## src/rtl/addsub_acc_stage.sv

```systemverilog
// addsub_acc_stage
//   Registered operand/result stage around an external add/sub datapath
//   (ctrl=1 -> subtract). The upstream half accepts ops over valid/ready,
//   picks operand A from the input or the accumulator (with forwarding of a
//   same-cycle accumulator write), and holds the operands on op_x/op_y/op_sub
//   for the whole S1 residency. The downstream half captures the adder result,
//   derives {Z,N,C,V}, optionally updates the accumulator and buffers results
//   in a 2-entry FIFO.
//
// Ports
//   clk, rst                    clock / synchronous active-high reset
//   in_valid/in_ready           op request handshake
//   in_a, in_b, in_sub          operands and subtract select
//   in_use_acc, in_wr_acc       A from accumulator / write result to accumulator
//   acc_clr                     clear accumulator (wins over a same-cycle write)
//   op_x, op_y, op_sub          registered operands to the external adder
//   res_z, res_cout             external adder sum / carry (combinational)
//   out_valid/out_ready         result handshake (FIFO head)
//   out_data, out_flags         result and {Z,N,C,V}
//   acc_q                       accumulator value
//
// Buses are [0:WIDTH-1] with bit 0 as the MSB (sign bit).
module addsub_acc_stage #(
  parameter int WIDTH = 8
) (
  input  logic             clk,
  input  logic             rst,
  input  logic             in_valid,
  output logic             in_ready,
  input  logic [0:WIDTH-1] in_a,
  input  logic [0:WIDTH-1] in_b,
  input  logic             in_sub,
  input  logic             in_use_acc,
  input  logic             in_wr_acc,
  input  logic             acc_clr,
  output logic [0:WIDTH-1] op_x,
  output logic [0:WIDTH-1] op_y,
  output logic             op_sub,
  input  logic [0:WIDTH-1] res_z,
  input  logic             res_cout,
  output logic             out_valid,
  input  logic             out_ready,
  output logic [0:WIDTH-1] out_data,
  output logic [3:0]       out_flags,
  output logic [0:WIDTH-1] acc_q
);

  typedef struct packed {
    logic [0:WIDTH-1] data;
    logic [3:0]       flags;
  } ent_t;

  // operand stage
  logic             r_s1_vld;
  logic             r_s1_wr_acc;
  logic [0:WIDTH-1] r_x;
  logic [0:WIDTH-1] r_y;
  logic             r_sub;
  logic [0:WIDTH-1] r_acc;

  // result FIFO
  ent_t             r_fifo [2];
  logic             r_wr_ptr;
  logic             r_rd_ptr;
  logic [1:0]       r_cnt;
  ent_t             r_last;      // last popped head, shown while empty

  logic             w_pop;
  logic             w_push;
  logic             w_accept;
  logic             w_fwd;
  logic             w_v;
  logic [3:0]       w_flags;
  logic [0:WIDTH-1] w_opa;
  ent_t             w_head;

  assign w_pop    = (r_cnt != 2'd0) & out_ready;
  // capture needs a free slot; a pop this cycle frees one at count=2
  assign w_push   = r_s1_vld & ((r_cnt != 2'd2) | w_pop);
  assign in_ready = ~r_s1_vld | w_push;
  assign w_accept = in_valid & in_ready;
  assign w_fwd    = w_push & r_s1_wr_acc;

  // A select: clear beats forwarding beats the stored accumulator. An
  // uncaptured wr_acc op in S1 forces in_ready=0, so acc_q is never stale here.
  always_comb begin
    w_opa = in_a;
    if (in_use_acc) begin
      if (acc_clr)    w_opa = '0;
      else if (w_fwd) w_opa = res_z;
      else            w_opa = r_acc;
    end
  end

  // overflow: add needs equal operand signs, sub needs differing signs,
  // and in both cases the result sign differs from x
  assign w_v     = ((r_x[0] ^ r_y[0]) == r_sub) & (res_z[0] ^ r_x[0]);
  assign w_flags = {(res_z == '0), res_z[0], res_cout, w_v};

  always_ff @(posedge clk) begin
    if (rst) begin
      r_s1_vld    <= 1'b0;
      r_s1_wr_acc <= 1'b0;
      r_x         <= '0;
      r_y         <= '0;
      r_sub       <= 1'b0;
      r_acc       <= '0;
      r_fifo[0]   <= '0;
      r_fifo[1]   <= '0;
      r_wr_ptr    <= 1'b0;
      r_rd_ptr    <= 1'b0;
      r_cnt       <= 2'd0;
      r_last      <= '0;
    end else begin
      if (w_accept) begin
        r_s1_vld    <= 1'b1;
        r_s1_wr_acc <= in_wr_acc;
        r_x         <= w_opa;
        r_y         <= in_b;
        r_sub       <= in_sub;
      end else if (w_push) begin
        r_s1_vld    <= 1'b0;
      end

      if (acc_clr)    r_acc <= '0;
      else if (w_fwd) r_acc <= res_z;

      // at count=2 push and pop hit the same slot; the read is of the old
      // value this cycle, the new entry becomes the tail after the edge
      if (w_push) begin
        r_fifo[r_wr_ptr] <= '{data: res_z, flags: w_flags};
        r_wr_ptr         <= ~r_wr_ptr;
      end
      if (w_pop) begin
        r_last   <= r_fifo[r_rd_ptr];
        r_rd_ptr <= ~r_rd_ptr;
      end
      case ({w_push, w_pop})
        2'b10:   r_cnt <= r_cnt + 2'd1;
        2'b01:   r_cnt <= r_cnt - 2'd1;
        default: r_cnt <= r_cnt;
      endcase
    end
  end

  assign w_head    = (r_cnt != 2'd0) ? r_fifo[r_rd_ptr] : r_last;
  assign out_valid = (r_cnt != 2'd0);
  assign out_data  = w_head.data;
  assign out_flags = w_head.flags;
  assign op_x      = r_x;
  assign op_y      = r_y;
  assign op_sub    = r_sub;
  assign acc_q     = r_acc;

endmodule

```

## config.mk

```make
export PLATFORM = sky130hd
export DESIGN_NAME = addsub_acc_stage
export DESIGN_NICKNAME = d
export VERILOG_FILES = /design/src/rtl/addsub_acc_stage.sv
export SDC_FILE = /design/constraint.sdc
export NUM_CORES = 1
export LEC_CHECK = 0
export BUFFER_PORTS_ARGS = -buffer_cell sky130_fd_sc_hd__buf_4
export CORE_MARGIN = 2
export CORE_UTILIZATION = 50
export DETAILED_ROUTE_END_ITERATION = 10
export PLACE_DENSITY = 0.76
export SLEW_MARGIN = 20
export SYNTH_ARGS = -nofsm -noshare
export SYNTH_HDL_FRONTEND = slang
export SYNTH_SLANG_ARGS = --single-unit
```

## constraint.sdc

```tcl
create_clock -name clk -period 2.8 [get_ports clk]
set_input_delay 0 -clock clk [delete_from_list [all_inputs] [get_ports clk]]
set_output_delay 0 -clock clk [all_outputs]
set_load 0.03 [all_outputs]
```

**Yosys cells after proc, flatten, opt, wreduce, memory -nomap -nowiden**

Memories as Yosys holds them, arrays and structs flattened. A register that Yosys moved wholly into a read port is not among the register bits.
Index checks and enable logic that the tools add are counted.

- Memories: 1
- Logic and storage cells: 52
- Bits in writable memories: 24
- Flip-flop bits (word level): 43

- Mux-type cells: 17
- $add $sub $neg: 2
- Equality and inequality tests: 4
- Bitwise logic cells: 12
- Reduce and logical (&&, ||, !) cells: 5

Memories:

| name | words | width | read ports | clocked after Yosys merged registers in | write ports | line | RTL |
|---|---|---|---|---|---|---|---|
| r_fifo | 2 | 12 | 1 | 1 | 2 | 62 | `ent_t r_fifo [2];` |

Operator list:

| kind | count |
|---|---|
| 12-bit 2-to-1 mux | 2 |
| 8-bit 2-to-1 mux | 3 |
| 12-bit OR reduction | 1 |
| 1-bit 2-to-1 mux | 11 |
| 8-bit zero test | 1 |
| 2-bit nonzero test | 3 |
| 1-bit AND | 5 |
| 2-bit one-hot mux with 2 select lines | 1 |
| 1-bit NOT | 3 |
| 2-bit by 1-bit adder with 2-bit output (second input constant) | 1 |
| 2-bit by 1-bit equality test with 1-bit output (second input constant) | 1 |
| 2-bit equality test (second input constant) | 1 |
| 2-bit inequality test (second input constant) | 1 |
| 1-bit OR | 2 |
| 2-bit by 1-bit subtractor with 2-bit output (second input constant) | 1 |
| 1-bit bitwise XOR | 2 |
| 1-bit equality test | 1 |

**Logic depth before layout (Yosys ltp)**

- Depth after elaboration: 9
- Depth in mapped cells: 9
- Gate-level depth less buffers: 6

**Least setup slack after synthesis**

No wires, ideal clock.

- Path type: register to register
- From: register r_cnt[0]
- To: register r_cnt[1]
- Arrival: 1.870 ns
- Cell stages (with the launch flop): 9
- Slack: 0.860 ns
- Cells stage by stage: dfxtp_1 > or2_1 > buf_2 > and2_1 > buf_6 > buf_6 > ha_1 > or3_1 > a21oi_1

- Word-level cells in the longest chain between the ends: 6
- Elaborated cells on any way between the ends: 11
- Those cells by class: 2 x add/sub; 3 x eq/ne; 1 x mux; 3 x bitwise; 2 x reduce/logical

RTL lines:

| element | line | RTL |
|---|---|---|
| start, declared | 65 | `logic [1:0] r_cnt;` |
| start signal, assigned | 139 | `2'b10: r_cnt <= r_cnt + 2'd1;` |
| start signal, assigned | 140 | `2'b01: r_cnt <= r_cnt - 2'd1;` |
| start signal, assigned | 141 | `default: r_cnt <= r_cnt;` |
| 2-bit nonzero test * | 77 | `assign w_pop = (r_cnt != 2'd0) & out_ready;` |
| 1-bit AND * | 77 |  |
| named net w_pop | 68 | `logic w_pop;` |
| 1-bit OR | 79 | `assign w_push = r_s1_vld & ((r_cnt != 2'd2) \| w_pop);` |
| 1-bit AND | 79 |  |
| 2-bit by 1-bit equality test with 1-bit output / 2-bit equality test (equally long branches) | 138 | `case ({w_push, w_pop})` |
| 2-bit one-hot mux with 2 select lines / 2-bit nonzero test (equally long branches) | - |  |

Mark *: on every way through the listed nets, which the timed path passes. The rest lies on a longest branch.
A chain may end at the register's enable or synchronous reset.

==> results summary <==
The flow ran to the end, and the final reports show no timing, DRC or antenna violations. The horizontal die dimension came out at a little under 80 um. The combinational cell fraction of total power came out at 40.5%. The worst slew margin relative to its limit is 45.6%. In this run the tool buffered the top-level ports with around 70 buffer cells.

The sequential cell area came out at around 1500 um^2. The number of DRC violations after detailed routing came out at 0. In the final routed layout, each cell accounts on average for 13.0 um. The kind of cell with the highest combined delay along the critical path is simple AND/OR/NAND/NOR gates. The worst setup path is captured at a flop. Detailed placement finished with a half-perimeter wire length of between 4 and 5 mm. The number of antenna violations at the first check in global routing came out at 0. The number of buffers inserted during clock tree synthesis is 9. The number of max-cap violations is 0.

In the post-synthesis netlist, the biggest area contributors are sky130_fd_sc_hd__dfxtp_1, sky130_fd_sc_hd__edfxtp_1, sky130_fd_sc_hd__mux2i_1. The H-tree generated during clock tree synthesis spans 3 levels. The count of hold buffers inserted by post-cts repair is 28. The summed instance area of the synthesized netlist is 2830 um^2. Before antenna repair, the detailed router went through 4 iterations. The number of instances in the synthesized netlist came out at 269.

Yosys instantiated no cell more often than sky130_fd_sc_hd__dfxtp_1. The wire length of the first global-routing pass is roughly 9.6 mm. The total number of vias is between 2000 and 2500.

The clock transition at the registers of the reported paths came out at roughly 0.070 ns. Summing all placed instances gives a cell area of around 3400 um^2. The final period demand of the worst path came out at around 2.0 ns. The most used routing layer is met2. The portion of the clock cycle consumed by the worst path in the final layout is a little under three quarters. The biggest area contributor in the post-synthesis netlist is sky130_fd_sc_hd__dfxtp_1. Global routing finished with a remaining overflow of 0.

During synthesis, Yosys emitted a total of 0 warnings. Walking the worst path, the cells encountered are nor3b_2 -> nand2b_1 -> or3b_4 -> nand2b_1. For this run, global-route usage on met2 was measured as between 30% and 40%. The setup TNS after final layout came out at 0 ns. TritonCTS built the clock tree. Once the floorplan was initialized, standard cells occupied between 50 and 60% of the core. The net count of the mapped netlist is 303. The transition at the pin with the smallest max-transition slack came out at around 0.82 ns. In this run switching power makes up 37.6% of total power. Summed over all cells, the static leakage comes to around 1.5 nW. For the worst setup path, the data required time is between 2 and 3 ns. Counting stages on the worst path, the most repeated cell is sky130_fd_sc_hd__nand2b_1. The post-layout total power is between 3 and 4 mW. The share of total power dissipated in sequential elements is around 37%. The share of flip-flops with an asynchronous set or reset is 0%. The critical path ends at r_fifo[1][2].

The internal power of the cells totals approximately 2 mW. The antenna cell count came out at 0. The clock latency on the worst-skew pair came out at 0.33 ns. The worst-case hold slack is around 0.040 ns. The largest buffer count on any clock path is 2. The area used by multi-input combinational logic is 1190 um^2. The capture point of the worst reg-to-reg path is r_fifo[1][2]. The total power divided by cell area came out at ~840 nW/um^2. The predominant post-synthesis flop cell is sky130_fd_sc_hd__dfxtp_1.

The unique cell type count in the Yosys netlist came out at 38. The average vias per placed instance is 5.00. The critical path is of the reg -> reg type. The final setup violation count is 0.

The total number of placement rows came out at 27. Of all nets on the critical path, the largest fanout is 11. The routing usage on met3 came out at about 5%. The via count of the first global-routing pass came to around 2100.

The die area is 6270 um^2. The commonest cells after synthesis are sky130_fd_sc_hd__dfxtp_1, sky130_fd_sc_hd__nor2_1, sky130_fd_sc_hd__a21oi_1. In this run the clock root is driven by a sky130_fd_sc_hd__clkbuf_8. The die is ~79 um tall. The count of antenna-violating nets left after detailed routing is 0. For the worst flop-to-flop path, the logic depth is 4. Setup repair after global routing left no endpoint under its margin. The largest individual stage delay along the critical path comes from the cell sky130_fd_sc_hd__or3b_4.

The met1 capacity usage during global routing came out at between 20% and 30%. The clock network burns a little under a quarter of the power. The I/O pin total is between 70 and 80. The area share of the largest cell type after synthesis came out at 30.5%. The global-route total usage across every layer is between 10% and 20%. The number of nets in the final layout is 399. The final number of hold-violating endpoints is 0. Across the VDD grid, the largest voltage drop is roughly 540 uV. The setup slack of the most critical reg-to-reg path is approximately 0.8 ns. The tightest min-delay check is of the in -> reg type. The final design area excluding fillers came out at between 3000 and 4000 um^2.

The number of instances resized during post-cts repair is 0. The worst setup path is launched from a flop. The largest stage delay on the critical path is approximately 0.44 ns. The fill cell total of the finished layout came out at 423.

On the final layout, the worst clock skew is between 0.005 and 0.006 ns. The area added between synthesis and finish is 35.4%. The arrival time at the worst endpoint is slightly below 2 ns.

The core box area came out at about 5500 um^2. The count of buffering cells on the critical path with inverters included came out at 0. The average cell area after synthesis is ~11 um^2. The switching power of the nets is between 1 and 1.5 mW. The global placer's final weighted congestion came out at 0.704. The number of enable-type register cells in the synthesized netlist is 22.

The core occupancy in the finished layout is 69.9%. The critical path starts at r_cnt[0]. The pin count of the biggest net entering global routing came out at between 40 and 50. The share of layout cells above drive strength 1 is ~29%. In this run the critical register-to-register path is launched from r_cnt[0]. The fraction of the yosys area taken by sequential cells came out at between 50% and 60%. After clock tree synthesis, the setup repair step added 0 buffers. The flop and latch count out of synthesis is 65. The fmax is 501 MHz. The total number of cells along the worst setup path is 4.

The total length of routed wires is approximately 5.8 mm. The final max-slew violation count came out at 0. The TritonCTS sink count is 65. The number of design-rule violations left by the first detailed-router iteration is 106.
cells in the final DEF, fill, tap and decap left out, types with 2 or more instances in the layout:
cell type,netlist,final
sky130_fd_sc_hd__and2_1,19,19
sky130_fd_sc_hd__clkbuf_8,0,10
sky130_fd_sc_hd__a211oi_2,11,11
sky130_fd_sc_hd__clkinv_2,0,2
sky130_fd_sc_hd__nand2b_1,2,2
sky130_fd_sc_hd__nand3b_1,8,8
sky130_fd_sc_hd__nand2_1,22,22
sky130_fd_sc_hd__xor2_1,2,2
sky130_fd_sc_hd__o211ai_1,8,8
sky130_fd_sc_hd__xnor2_1,3,3
sky130_fd_sc_hd__dlygate4sd3_1,0,28
sky130_fd_sc_hd__clkbuf_1,4,3
sky130_fd_sc_hd__nor2_1,40,40
sky130_fd_sc_hd__dfxtp_1,43,43
sky130_fd_sc_hd__mux2i_1,19,19
sky130_fd_sc_hd__buf_4,2,74
sky130_fd_sc_hd__nor4_1,2,2
sky130_fd_sc_hd__a21oi_1,24,24
sky130_fd_sc_hd__nand3_1,8,8
sky130_fd_sc_hd__or3_1,2,2
sky130_fd_sc_hd__edfxtp_1,22,22
through the flow:
step,setup WS [ns],cells
6_report,0.802,442
5_1_grt,0.654,442
4_1_cts,0.804,442
3_5_place_dp,0.817,398
3_3_place_gp,0.856,398
2_1_floorplan,0.860,269
how the worst min path moves through the flow:
stage	startpoint	endpoint	slack, ns	cells after the start
floorplan	in_wr_acc	r_s1_wr_acc	0.14	2
global placement	in_a[2]	op_x[2]	0.25	3
detailed placement	in_a[7]	op_x[7]	0.25	3
CTS	acc_clr	acc_q[7]	0.03	3
global route	in_use_acc	op_x[7]	0.06	3
finish	acc_clr	acc_q[7]	0.04	3
worst min-delay path, cell delays in order:
cell                     delay [ns]
sky130_fd_sc_hd__buf_4         0.09
sky130_fd_sc_hd__or2_2         0.19
sky130_fd_sc_hd__nor2_1        0.05
registers in the layout (all words and copies together), names as in the netlist, named ones only:
name,cells
acc_q,8
op_y,8
r_last,11
r_s1_vld,1
r_fifo,22
op_x,8
r_rd_ptr,1
op_sub,1
r_wr_ptr,1
r_s1_wr_acc,1
r_cnt,2
layer usage:
metal,part of all wire (%),wire [um],vias up
met1,44,2560,1008
met4,1.7,99,0
met5,0,0,-
met2,48,2780,61
met3,5.7,327,11
li1,-,-,1131
power groups by stage:
stage | sequential (mW) | clock [mW] | combinational (mW)
4_1_cts | 1.17 | 0.747 | 1.30
3_3_place_gp | 1.19 | 0 | 1.25
2_1_floorplan | 1.18 | 0 | 0.933
5_1_grt | 1.19 | 0.796 | 1.40
3_5_place_dp | 1.19 | 0 | 1.27
6_report | 1.17 | 0.733 | 1.30
cells by family after synthesis:
family,after synthesis,synth area share [%]
AND/OR/NAND/NOR,115,21.5
XOR/XNOR,5,1.55
AO/OA/AOI/OAI,46,12.0
buffers and inverters,18,3.98
adder cells (fa/ha/maj),1,0.443
flip-flops,65,53.8
multiplexers,19,6.73
cell type report:
type                       count  share of cell area [%]
clock buffer                  14                    4.54
clock inverter                 2                   0.262
inverter                       1                  0.0981
multi-input combinational    186                    31.2
sequential                    65                    39.8
tap                           72                    2.35
timing repair buffer         102                    21.8
(Power assumes the default switching activity.)
